### src/rtl/cache_refill_controller.sv
// Miss/refill controller between a two-way data cache and data memory.
// Load hits pass straight through; misses refill over a req/ack handshake; stores write through.
module cache_refill_controller #(
  parameter int DATA_WIDTH     = 32,
  parameter int TIMEOUT_CYCLES = 255,
  parameter int CNT_WIDTH      = 8
) (
  input  logic                  clk,
  input  logic                  rst,
  input  logic                  cpu_req_i,
  input  logic                  cpu_we_i,
  input  logic [DATA_WIDTH-1:0] cpu_addr_i,
  input  logic [DATA_WIDTH-1:0] cpu_wdata_i,
  input  logic                  cache_hit_i,
  input  logic [DATA_WIDTH-1:0] cache_rdata_i,
  output logic [DATA_WIDTH-1:0] cpu_rdata_o,
  output logic                  stall_o,
  output logic                  fill_we_o,
  output logic [DATA_WIDTH-1:0] fill_addr_o,
  output logic [DATA_WIDTH-1:0] fill_data_o,
  output logic                  mem_req_o,
  output logic                  mem_we_o,
  output logic [DATA_WIDTH-1:0] mem_addr_o,
  output logic [DATA_WIDTH-1:0] mem_wdata_o,
  input  logic                  mem_ack_i,
  input  logic [DATA_WIDTH-1:0] mem_rdata_i,
  output logic                  err_o
);

  // state  | meaning
  // IDLE   | accept requests; load hits answered combinationally
  // RD_MEM | memory read outstanding
  // WR_MEM | memory write-through outstanding
  // FILL   | one-cycle cache write strobe
  // DONE   | release pipeline, present captured data
  typedef enum logic [2:0] {IDLE, RD_MEM, WR_MEM, FILL, DONE} state_t;

  state_t                state, state_nxt;
  logic [DATA_WIDTH-1:0] addr_q, wdata_q, rdata_q;
  logic                  hit_q, we_q, err_q;
  logic [CNT_WIDTH-1:0]  cnt_q;
  logic                  timeout;
  logic                  load_hit;

  // Last permitted request cycle: counter started at 0 on entry.
  assign timeout  = (cnt_q == CNT_WIDTH'(TIMEOUT_CYCLES - 1));
  assign load_hit = cpu_req_i && !cpu_we_i && cache_hit_i;

  always_ff @(posedge clk) begin
    if (rst) begin
      state   <= IDLE;
      addr_q  <= '0;
      wdata_q <= '0;
      rdata_q <= '0;
      hit_q   <= 1'b0;
      we_q    <= 1'b0;
      err_q   <= 1'b0;
      cnt_q   <= '0;
    end else begin
      state <= state_nxt;
      case (state)
        IDLE: begin
          if (cpu_req_i && !load_hit) begin
            addr_q  <= cpu_addr_i;
            wdata_q <= cpu_wdata_i;
            hit_q   <= cache_hit_i;
            we_q    <= cpu_we_i;
            rdata_q <= '0;
            cnt_q   <= '0;
          end
        end
        RD_MEM, WR_MEM: begin
          cnt_q <= cnt_q + 1'b1;
          if (mem_ack_i) begin
            if (state == RD_MEM) rdata_q <= mem_rdata_i;
          end else if (timeout) begin
            err_q   <= 1'b1;
            rdata_q <= '0;
          end
        end
        default: ;
      endcase
    end
  end

  always_comb begin
    state_nxt   = state;
    stall_o     = 1'b0;
    cpu_rdata_o = '0;
    fill_we_o   = 1'b0;
    fill_addr_o = '0;
    fill_data_o = '0;
    mem_req_o   = 1'b0;
    mem_we_o    = 1'b0;
    case (state)
      IDLE: begin
        if (load_hit) begin
          cpu_rdata_o = cache_rdata_i;
        end else if (cpu_req_i) begin
          stall_o   = 1'b1;
          state_nxt = cpu_we_i ? WR_MEM : RD_MEM;
        end
      end
      RD_MEM: begin
        mem_req_o = 1'b1;
        stall_o   = 1'b1;
        if (mem_ack_i)    state_nxt = FILL;
        else if (timeout) state_nxt = DONE;
      end
      WR_MEM: begin
        mem_req_o = 1'b1;
        mem_we_o  = 1'b1;
        stall_o   = 1'b1;
        // No allocate on a store miss: only a store hit refreshes the cache.
        if (mem_ack_i)    state_nxt = hit_q ? FILL : DONE;
        else if (timeout) state_nxt = DONE;
      end
      FILL: begin
        fill_we_o   = 1'b1;
        fill_addr_o = addr_q;
        fill_data_o = we_q ? wdata_q : rdata_q;
        stall_o     = 1'b1;
        state_nxt   = DONE;
      end
      DONE: begin
        cpu_rdata_o = rdata_q;
        state_nxt   = IDLE;
      end
      default: state_nxt = IDLE;
    endcase
  end

  assign mem_addr_o  = addr_q;
  assign mem_wdata_o = wdata_q;
  assign err_o       = err_q;

endmodule
### config.mk
export PLATFORM = sky130hd
export DESIGN_NAME = cache_refill_controller
export DESIGN_NICKNAME = d
export VERILOG_FILES = /design/src/rtl/cache_refill_controller.sv
export SDC_FILE = /design/constraint.sdc
export NUM_CORES = 1
export LEC_CHECK = 0
export CAP_MARGIN = 40
export CORE_MARGIN = 2
export CORE_UTILIZATION = 39
export CTS_CLUSTER_DIAMETER = 100
export CTS_CLUSTER_SIZE = 16
export DETAILED_ROUTE_END_ITERATION = 16
export PLACE_DENSITY = 0.81
export SYNTH_ARGS = -nofsm -noshare
export SYNTH_HDL_FRONTEND = slang
export SYNTH_SLANG_ARGS = --single-unit
### constraint.sdc
create_clock -name clk -period 2.1 [get_ports clk]
set_input_delay 0.42 -clock clk [delete_from_list [all_inputs] [get_ports clk]]
set_output_delay 0.42 -clock clk [all_outputs]
set_load 0.02 [all_outputs]
Word level (Yosys, flattened, before mapping)
Index checks and enable logic that the tools add are counted.

word-level totals
  output and inout bits = 165
  bits in registers = 110
  word-level logic and storage cells = 60

cells by class
  bitwise gates (word level) = 1
  reductions and logical operators = 14
  add/subtract/negate cells = 1
  multiplexer cells = 26
  equal/unequal tests = 10

operators with widths
  kind                                                                   number
  32-bit 2-to-1 mux                                                      8
  32-bit one-hot mux with 2 select lines                                 2
  3-bit 2-to-1 mux                                                       6
  8-bit one-hot mux with 2 select lines                                  1
  3-bit one-hot mux with 4 select lines                                  1
  8-bit by 1-bit adder with 8-bit output, second input constant          1
  8-bit equality test, second input constant                             1
  8-bit 2-to-1 mux                                                       1
  3-bit by 2-bit equality test with 1-bit output, second input constant  2
  2-bit != test, second input constant                                   3
  2-bit AND reduction                                                    3
  1-bit 2-to-1 mux                                                       5
  4-bit AND reduction                                                    1
  3-bit by 1-bit equality test with 1-bit output, second input constant  1
  3-bit equality test, second input constant                             1
  1-bit logical AND                                                      3
  3-bit logical NOT                                                      1
  3-bit by 1-bit != test with 1-bit output, second input constant        1
  3-bit by 2-bit != test with 1-bit output, second input constant        1
  3-bit AND reduction                                                    1
  3-bit OR reduction                                                     1
  1-bit logical NOT                                                      2
  2-bit 2-to-1 mux                                                       1
  1-bit one-hot mux with 2 select lines                                  1
  other kinds (3)                                                        3

Longest topological paths before layout
  word-level depth = 7
  mapped depth = 8

Worst setup path after synthesis
No wires, ideal clock.

  path type = reg2out
  from = register state[1]
  to = output cpu_rdata_o[11]
  path buffers = 2
  arrival time = 1618 ps
  data required time = 1680 ps
  setup slack = 62 ps
  cell stages (with the launch flop) = 8
  cell sequence = dfxtp_1 > or2_1 > buf_2 > or2_4 > nor2_4 > buf_2 > a22oi_1 > nor2_1

between the ends
  cells in the longest elaborated chain, start to end = 2
  elaborated cells on any way between the ends = 3
  those cells by class = 1 x eq/ne; 1 x mux; 1 x reduce/logical

RTL lines
  what                                                      RTL line  source
  start, declared                                           38        state_t state, state_nxt;
  start signal, assigned                                    60        state <= state_nxt;
  3-bit equality test or 3-bit logical NOT (tied branches)  95        case (state)
  32-bit one-hot mux with 2 select lines (*)                95
  end, declared                                             16        output logic [DATA_WIDTH-1:0] cpu_rdata_o,

Every way passes the cells marked *; elsewhere a longest branch is shown, timed or not.

Final worst setup path
  from = register state[1]
  to = output cpu_rdata_o[0]

Same word-level chain as after synthesis.

==> metrics.txt <==
HPWL Detailed=14.2 mm; critical path fanouts, max=7; Clock Latency Late Sink=350 ps; Layout area overhead=71.3%; core area=13,700 µm²; largest net degree at the start of global routing=65; Final Cycle Share=112%; crit path DAT=1940 ps; Power Dens Cells=611 nW/µm²; HP Class=primary input to flop; Synth Register Bits=110; Synth top area share=40.6%; clock-pin slew on the worst setup and hold paths=70 ps; Worst Slack Setup Final=-256 ps; Seq/Total Area, Yosys=40.6%; vias in the first global route=5,244; CTS tree=built; Req. time, crit path=1680 ps; global route overflow=0; placed insts=1,152; synth top area cells=dfxtp_1, mux2i_1, nand2_1; Area after DPL=8730 µm²; worst slew pin tran=425 ps; die width=122 µm; Final setup violation count=68; WS Path Type=flop to output pin; Rows=43; H-tree depth=3; DRC viols=0; share of layout cells above drive strength 1=21.0%; first-pass GRT wire length=28.6 mm; RSZ-0062 raised after global routing=yes; CTS Root Cell=clkbuf_16; Final GP Congestion=0.844; WL/cell=17.5 µm; asr flop ratio synth=0%; Starting DRT DRC Count=435; fin cells=1,181; final WL=20.7 mm; GRT Total Usage=25.0%; Total Power=5.67 mW; Period minus WS final=2360 ps; Die Area=14,900 µm²; clk buf depth=2; Post-synth EDFFs=0; die height=122 µm; max-cap check violation count=0; Initial Util=39.5%; IR drop worst, VDD=0.497 mV; Max Slew Vio Count=0; total CTS buffers=9; syn nets=832; # IOs=299; P_leak=3.68 nW; violated checks=negative setup slack; Finished Cell Area=9290 µm²; Synth Cell Area=5420 µm²; Diodes inserted=0; # fillers=1,144; initial antenna violation count=0; Via Count=5,984; final design utilization=67.7%; cell taking the most area after synthesis=dfxtp_1; endpoint type of the worst setup path=output pin; Hold WS=422 ps; Sink Count=110; drt pass-1 iters=5; antenna-violating nets left=0; max_slew headroom=71.7%; Main synth FF type=dfxtp_1; Synth top cells by count=nand2_1, dfxtp_1, nor2_1, a21oi_1, mux2i_1; clock skew=5.94 ps; fmax=424 MHz; nets@finish=1,133; Ys Warns=0; CTS hold repair buffers=0; Avg Inst Size Synth=7.79 µm²; Vias/cell=5.07; count of final hold-check violations=0; CP Launch Type=flop; synth unique cells=36; most common cell in the netlist=nand2_1; IO buf count=298; Syn Inst Count=696; status=complete, but fails checks
final timing paths:
kind                                  endpoint  cells after the start                          from  slack (ps)
setup / recovery                cpu_rdata_o[0]                      8         state[1]$_SDFFE_PP0P_        -260
hold / removal              err_o$_SDFFE_PP0P_                      2                           rst         420
setup reg to reg  mem_wdata_o[20]$_SDFFE_PP0P_                      8         state[1]$_SDFFE_PP0P_         170
hold reg to reg   mem_wdata_o[22]$_SDFFE_PP0P_                      2  mem_wdata_o[22]$_SDFFE_PP0P_         470
repair_timing:
action / 4_1_cts / 5_1_grt
gates resized for setup: 426 / 149
gates cloned: 1 / 6
buffers inserted: 2 / 6
pin swaps: 0 / 25
endpoints found under the setup margin: 100 / 98
registers in the layout, summed over array words and instances, names as in the netlist:
name / cells
mem_wdata_o: 32
state: 3
we_q: 1
hit_q: 1
mem_addr_o: 32
rdata_q: 32
err_o: 1
cnt_q: 8
logic make-up after synthesis:
family / synth area share [%]
simple gates: 28.8
compound gates: 12.0
flops: 40.6
mux: 11.8
buf+inv: 5.22
xor+xnor: 1.13
fa+ha+maj: 0.462
final cells by class:
type                            count  area (µm²)  area share, %
Clock buffer                       11         253           2.72
Clock inverter                      4        70.1          0.755
Inverter                            3        16.3          0.175
Multi-Input combinational cell    529        3080           33.1
Sequential cell                   110        2210           23.8
Tap cell                          180         225           2.43
Timing Repair Buffer              344        3440           37.0
placed cells by master (no fill, tap or decap), types with 7 or more instances in the layout:
cell	synthesis	layout
a21oi_1	71	71
buf_4	3	87
buf_12	0	10
clkbuf_16	0	14
nand2_1	165	164
clkdlybuf4s50_1	0	196
nand2b_1	36	36
and2_4	0	28
a22oi_1	33	27
dfxtp_1	110	107
mux2i_1	64	64
and2_1	35	7
nor2_1	85	81
buf_6	6	34
worst max-delay path, stage by stage (launching register included):
cell	delay, ps
dfxtp_2	320
or2_4	250
or2_4	240
nor2_4	120
buf_12	140
clkbuf_16	160
a22oi_1	70
nor2_1	120
buf_4	150
through the flow:
step           setup TNS (ps)  setup slack (ps)
2_1_floorplan               0              61.6
3_3_place_gp           -19770              -620
3_5_place_dp           -20780              -703
4_1_cts                 -5070              -212
5_1_grt                -15730              -309
6_report                -9140              -256
power breakdown:
| part | internal, mW | total (mW) | switching (mW) |
|---|---|---|---|
| combinational | 0.753 | 1.51 | 0.753 |
| sequential | 2.21 | 2.32 | 0.110 |
| clock | 1.10 | 1.84 | 0.744 |
| total | 4.06 | 5.67 | 1.61 |
layer usage:
| metal | global-route usage (%) | vias to the layer above | routed length (µm) |
|---|---|---|---|
| met3 | 6.18 | 31 | 1450 |
| met1 | 30.6 | 2838 | 8590 |
| met4 | 7.11 | 0 | 356 |
| met5 | 0 | - | 0 |
| li1 | - | 2893 | - |
| met2 | 43.4 | 222 | 10300 |
Power figures use the tool's default switching activity.
